--- src/rtl/param_delay_line.sv ---
// -----------------------------------------------------------------------------
// param_delay_line
//
// Parametrised register delay line. WIDTH-bit data and a valid flag are
// shifted together through DEPTH register stages. The line has a shift
// enable, a synchronous flush, an asynchronous active-low reset and a
// saturating fill counter that raises "primed" once DEPTH enabled shifts
// have happened since the last reset or flush. Typical use is aligning
// datapaths whose pipeline latencies differ.
//
// Optional feature macro: DELAY_TAP_SEL_EN
//   When defined, a tap port selects any stage for combinational read-out.
//   When undefined, the tap ports and their mux do not exist.
//
// Parameters
//   WIDTH  data bits per stage (>= 1)
//   DEPTH  number of stages = latency in enabled cycles (>= 1)
//   CNT_W  fill-counter width, derived from DEPTH (not overridable)
//
// Ports
//   clk       in   1       rising-edge clock
//   rst_n     in   1       asynchronous active-low reset
//   ce        in   1       shift enable; low holds every stage
//   flush     in   1       synchronous clear of stages, valids and fill count
//   din       in   WIDTH   input data
//   din_vld   in   1       input valid
//   dout      out  WIDTH   data of the last stage
//   dout_vld  out  1       valid of the last stage
//   primed    out  1       DEPTH enabled shifts seen since reset/flush
//   tap_sel   in   CNT_W   stage index to read (DELAY_TAP_SEL_EN only)
//   tap_dout  out  WIDTH   data of stage tap_sel (DELAY_TAP_SEL_EN only)
//   tap_vld   out  1       valid of stage tap_sel (DELAY_TAP_SEL_EN only)
// -----------------------------------------------------------------------------
module param_delay_line #(
    parameter  int WIDTH = 8,
    parameter  int DEPTH = 3,
    localparam int CNT_W = $clog2(DEPTH + 1)
) (
    input  logic             clk,
    input  logic             rst_n,
    input  logic             ce,
    input  logic             flush,
    input  logic [WIDTH-1:0] din,
    input  logic             din_vld,
    output logic [WIDTH-1:0] dout,
    output logic             dout_vld,
    output logic             primed
`ifdef DELAY_TAP_SEL_EN
    ,
    input  logic [CNT_W-1:0] tap_sel,
    output logic [WIDTH-1:0] tap_dout,
    output logic             tap_vld
`endif
);

    localparam logic [CNT_W-1:0] DEPTH_CNT = CNT_W'(DEPTH);
    localparam logic [CNT_W-1:0] CNT_ONE   = CNT_W'(1'b1);

    // Stage 0 is the newest sample, stage DEPTH-1 feeds dout.
    logic [WIDTH-1:0] data_q [DEPTH];
    logic [WIDTH-1:0] data_d [DEPTH];
    logic [DEPTH-1:0] vld_q;
    logic [DEPTH-1:0] vld_d;
    logic [CNT_W-1:0] cnt_q;
    logic [CNT_W-1:0] cnt_d;
    logic             primed_q;
    logic             primed_d;

    // Next-state of stages and fill counter: flush beats ce, ce beats hold.
    always_comb begin
        data_d   = data_q;
        vld_d    = vld_q;
        cnt_d    = cnt_q;
        primed_d = primed_q;
        if (flush) begin
            for (int i = 0; i < DEPTH; i++) begin
                data_d[i] = {WIDTH{1'b0}};
            end
            vld_d    = {DEPTH{1'b0}};
            cnt_d    = {CNT_W{1'b0}};
            primed_d = 1'b0;
        end else if (ce) begin
            // Data moves even when din_vld is low; the valid travels with it.
            data_d[0] = din;
            vld_d[0]  = din_vld;
            for (int i = 1; i < DEPTH; i++) begin
                data_d[i] = data_q[i-1];
                vld_d[i]  = vld_q[i-1];
            end
            if (cnt_q != DEPTH_CNT) begin
                cnt_d = cnt_q + CNT_ONE;
            end else begin
                cnt_d = cnt_q;
            end
            // primed is registered: it follows the counter value being loaded.
            primed_d = (cnt_d == DEPTH_CNT);
        end else begin
            data_d   = data_q;
            vld_d    = vld_q;
            cnt_d    = cnt_q;
            primed_d = primed_q;
        end
    end

    // State registers with asynchronous clear.
    always_ff @(posedge clk or negedge rst_n) begin
        if (!rst_n) begin
            for (int i = 0; i < DEPTH; i++) begin
                data_q[i] <= {WIDTH{1'b0}};
            end
            vld_q    <= {DEPTH{1'b0}};
            cnt_q    <= {CNT_W{1'b0}};
            primed_q <= 1'b0;
        end else begin
            data_q   <= data_d;
            vld_q    <= vld_d;
            cnt_q    <= cnt_d;
            primed_q <= primed_d;
        end
    end

    // Outputs come straight from registers; no path from din to dout.
    always_comb begin
        dout     = data_q[DEPTH-1];
        dout_vld = vld_q[DEPTH-1];
        primed   = primed_q;
    end

`ifdef DELAY_TAP_SEL_EN
    logic [CNT_W-1:0] tap_idx;

    // Out-of-range selections read the last stage.
    always_comb begin
        if (tap_sel >= DEPTH_CNT) begin
            tap_idx = DEPTH_CNT - CNT_ONE;
        end else begin
            tap_idx = tap_sel;
        end
    end

    // Tap read mux over the registered stages.
    always_comb begin
        tap_dout = {WIDTH{1'b0}};
        tap_vld  = 1'b0;
        for (int i = 0; i < DEPTH; i++) begin
            if (tap_idx == CNT_W'(i)) begin
                tap_dout = data_q[i];
                tap_vld  = vld_q[i];
            end else begin
                tap_dout = tap_dout;
                tap_vld  = tap_vld;
            end
        end
    end
`endif

endmodule

--- config.mk ---
export PLATFORM = sky130hd
export DESIGN_NAME = param_delay_line
export DESIGN_NICKNAME = d
export VERILOG_FILES = /design/src/rtl/param_delay_line.sv
export SDC_FILE = /design/constraint.sdc
export NUM_CORES = 1
export LEC_CHECK = 0
export BUFFER_PORTS_ARGS = -buffer_cell sky130_fd_sc_hd__buf_2
export CORE_MARGIN = 1
export CORE_UTILIZATION = 54
export CTS_CLUSTER_DIAMETER = 100
export DETAILED_ROUTE_END_ITERATION = 8
export GPL_TIMING_DRIVEN = 1
export HOLD_SLACK_MARGIN = 0.02
export PLACE_DENSITY = 0.77
export SLEW_MARGIN = 40
export SYNTH_ARGS = -nofsm -noshare
export SYNTH_HDL_FRONTEND = slang
export SYNTH_SLANG_ARGS = --single-unit
--- constraint.sdc ---
create_clock -name clk -period 1.05 [get_ports clk]
set_input_delay 0.105 -clock clk [delete_from_list [all_inputs] [get_ports clk]]
set_output_delay 0.105 -clock clk [all_outputs]
set_load 0.01 [all_outputs]
==> results.toml <==
[power_and_ir_drop]
ir_drop_v = 0.001331
p_sw_w = 0.0005289
clkPwrFrac_pct = 38.1
pwr-share-comb_pct = 9.4
p_per_area_nw_per_um2 = 1552
internal_power_w = 0.001798
leakagePower_nw = 0.8285
p_sw_share_pct = 22.73
p_seq_share_pct = 52.5

[clock_tree]
clockRootBuffer = "clkbuf_4"
cts_tree = "built"
cts_buffer_depth = 2
cts_sinks = 30
htree_levels = 2
ctsHoldBuffers = 4
clk_latency_ns = 0.33
cts_resized = 0
cts_buffers = 5
cts_setup_buffers = 0
clk_pin_slew_ns = 0.09

[min_path]
min_path_type = "primary input to flip-flop"
holdPathEnd = "data_q[22]$_DFFE_PN0P_"
min_path_cells = 3
hp-start = "din[6]"

[routing]
route.detailed.drc = 0
vias_per_cell = 4.994
wl_per_cell_um = 13.25
drtPass1Iterations = 4
routed_wl_mm = 2.081
final_antenna_net_count = 0
drt_iter0_markers = 11
num_vias = 784

[global_route]
antenna_found_initial = 0
grt_use_total_pct = 19.32
grt_max_degree = 31
grt_pass1_vias = 798
grt_pass1_wl_mm = 3.505
grt.overflow.total = 0

[outcome]
status = "completed"

[critical_path]
worst_path_max_delay_cell = "dfrtp_1"
path_cells = "buf_2"
crit_type = "flip-flop to output pin"
worst_setup_path_start_kind = "flip-flop"
r2r_start = "cnt_q[0]$_DFFE_PN0P_"
required_ns = 0.94
worstPathBufferInverterCount = 1
max_stage_delay_ns = 0.40
cp.arrival_ns = 0.87
rrSetupSlack_ns = 0.21
worst-r2r-cell-count = 2
endpoint_kind = "output pin"
critical-path-top-delay-family = "flip-flops"
r2r-end = "cnt_q[0]$_DFFE_PN0P_"
path_depth = 1
path_max_fanout = 2

[synth]
synth-main-ff-cell = "dfrtp_1"
ys_async_sr_fraction_pct = 100.0
synth_cell_type_count = 10
synth_edf_count = 0
syn_area_um2 = 1311
ys_seq_area_share_pct = 57.25
synth.yosys.warnings = 0
synthTopCellsByCount = "dfrtp_1, nor2_1, mux2i_1"
synth_top_area_share_pct = 57.25
syn_nets = 119
synth_seq_cells = 30
synth_area_leaders = "dfrtp_1, mux2i_1, nor2_1, buf_12, buf_4"
postSynthCellCount = 106
synth_top_area_cell = "dfrtp_1"
synth.avg_cell_area_um2 = 12.37

[sta]
setup_viol = 0
hold_slack_ns = 0.02866
rsz0062_at_grt = "no"
max_freq_ghz = 1.026
setup_tns_ns = 0
finalClockSkew_ns = 0.002440
finalMaxSlewViolations = 0
hold_viol = 0
post-route-period-util_pct = 92.83
maxSlewHeadroom_pct = 76.10
finalCriticalPeriod_ns = 0.9747
tightest_slew_ns = 0.3585

[placement]
gp_congestion = 0.6602
dpl_cell_area_um2 = 1381
io_buffers = 22
dp_hpwl_mm = 1.377
dp_cells = 145

[final_layout]
final_util_pct = 66.48
syn_to_final_growth_pct = 14.31
n_antenna_cell = 0
final_cells = 157
drive_gt1_share_pct = 27.91
finalNetCount = 141
design_area_um2 = 1499
fill_cells = 193

[die]
die_y_um = 51.28
initial_utilization_pct = 58.16
die-width_um = 51.28
fp.coreArea_um2 = 2255
ios = 23
dieArea_um2 = 2629
rows = 17

[run]
cap_violations = 0
## layout make-up
class	instances	area (µm²)	area share, %
timing repair buffer	30	217.7	14.52
clock buffer	5	37.54	2.504
tap	28	35.03	2.337
sequential	30	750.7	50.08
clock inverter	3	40.04	2.671
multi-input combinational	61	417.9	27.88
## worst reg2reg max path, stage by stage (launching register included)
cell and delay, ns:
dfrtp_1 0.41, and3b_2 0.22, nor3_2 0.14
## power by group through the flow
stage | logic, W | registers (W) | clock network, W
3_3_place_gp | 0.000202 | 0.00124 | 0
3_5_place_dp | 0.000210 | 0.00124 | 0
6_report | 0.000220 | 0.00122 | 0.000886
4_1_cts | 0.000223 | 0.00122 | 0.000899
2_1_floorplan | 0.000151 | 0.00124 | 0
5_1_grt | 0.000245 | 0.00123 | 0.000967
## placed cells by master, fill, tap and decap left out, drive strengths merged
cell type | Yosys | final
buf | 12 | 26
mux2i | 28 | 28
clkbuf | 3 | 5
bufinv | 0 | 1
and3b | 1 | 1
dfrtp | 30 | 30
clkinv | 0 | 2
nor2 | 30 | 30
dlygate4sd3 | 0 | 4
nor3 | 1 | 1
a21oi | 1 | 1
## state kept, by name, summed over array words and instances (netlist names)
name,cells
primed,1
data_q,16
cnt_q,2
vld_q,3
dout,8
## worst max-delay path by stage
stage / endpoint / start
after global routing: dout[7] / dout[7]$_DFFE_PN0P_
after global placement: dout[7]$_DFFE_PN0P_ / ce
final: dout[2] / dout[2]$_DFFE_PN0P_
after floorplan: cnt_q[0]$_DFFE_PN0P_ / cnt_q[0]$_DFFE_PN0P_
after CTS: dout[2] / dout[2]$_DFFE_PN0P_
after detailed placement: dout[4]$_DFFE_PN0P_ / ce
## stage by stage
| stage | setup WS [ns] | total power (W) |
|---|---|---|
| 2_1_floorplan | 0.2745 | 0.001389 |
| 3_3_place_gp | 0.1799 | 0.001444 |
| 3_5_place_dp | 0.1021 | 0.001455 |
| 4_1_cts | 0.06004 | 0.002345 |
| 5_1_grt | 0.02689 | 0.002439 |
| 6_report | 0.07529 | 0.002327 |
## layer usage
layer / track usage, % / wire length [µm] / up-vias
met5: 0 / 0 / -
met3: 9.821 / 115 / 3
met1: 22.29 / 904 / 378
met4: 5.405 / 23 / 0
met2: 31.58 / 1038 / 19
li1: - / - / 384
## kinds of logic (layout without fill, tap and decap cells)
logic type             Yosys count  in the layout  share of synthesized area, %
and+or+nand+nor                 32             32                         10.11
AOI/OAI and AO/OA                1              1                        0.3813
DFF                             30             30                         57.25
buffers and inverters           15             38                         10.88
muxes                           28             28                         21.37
Power figures use the tool's default switching activity.
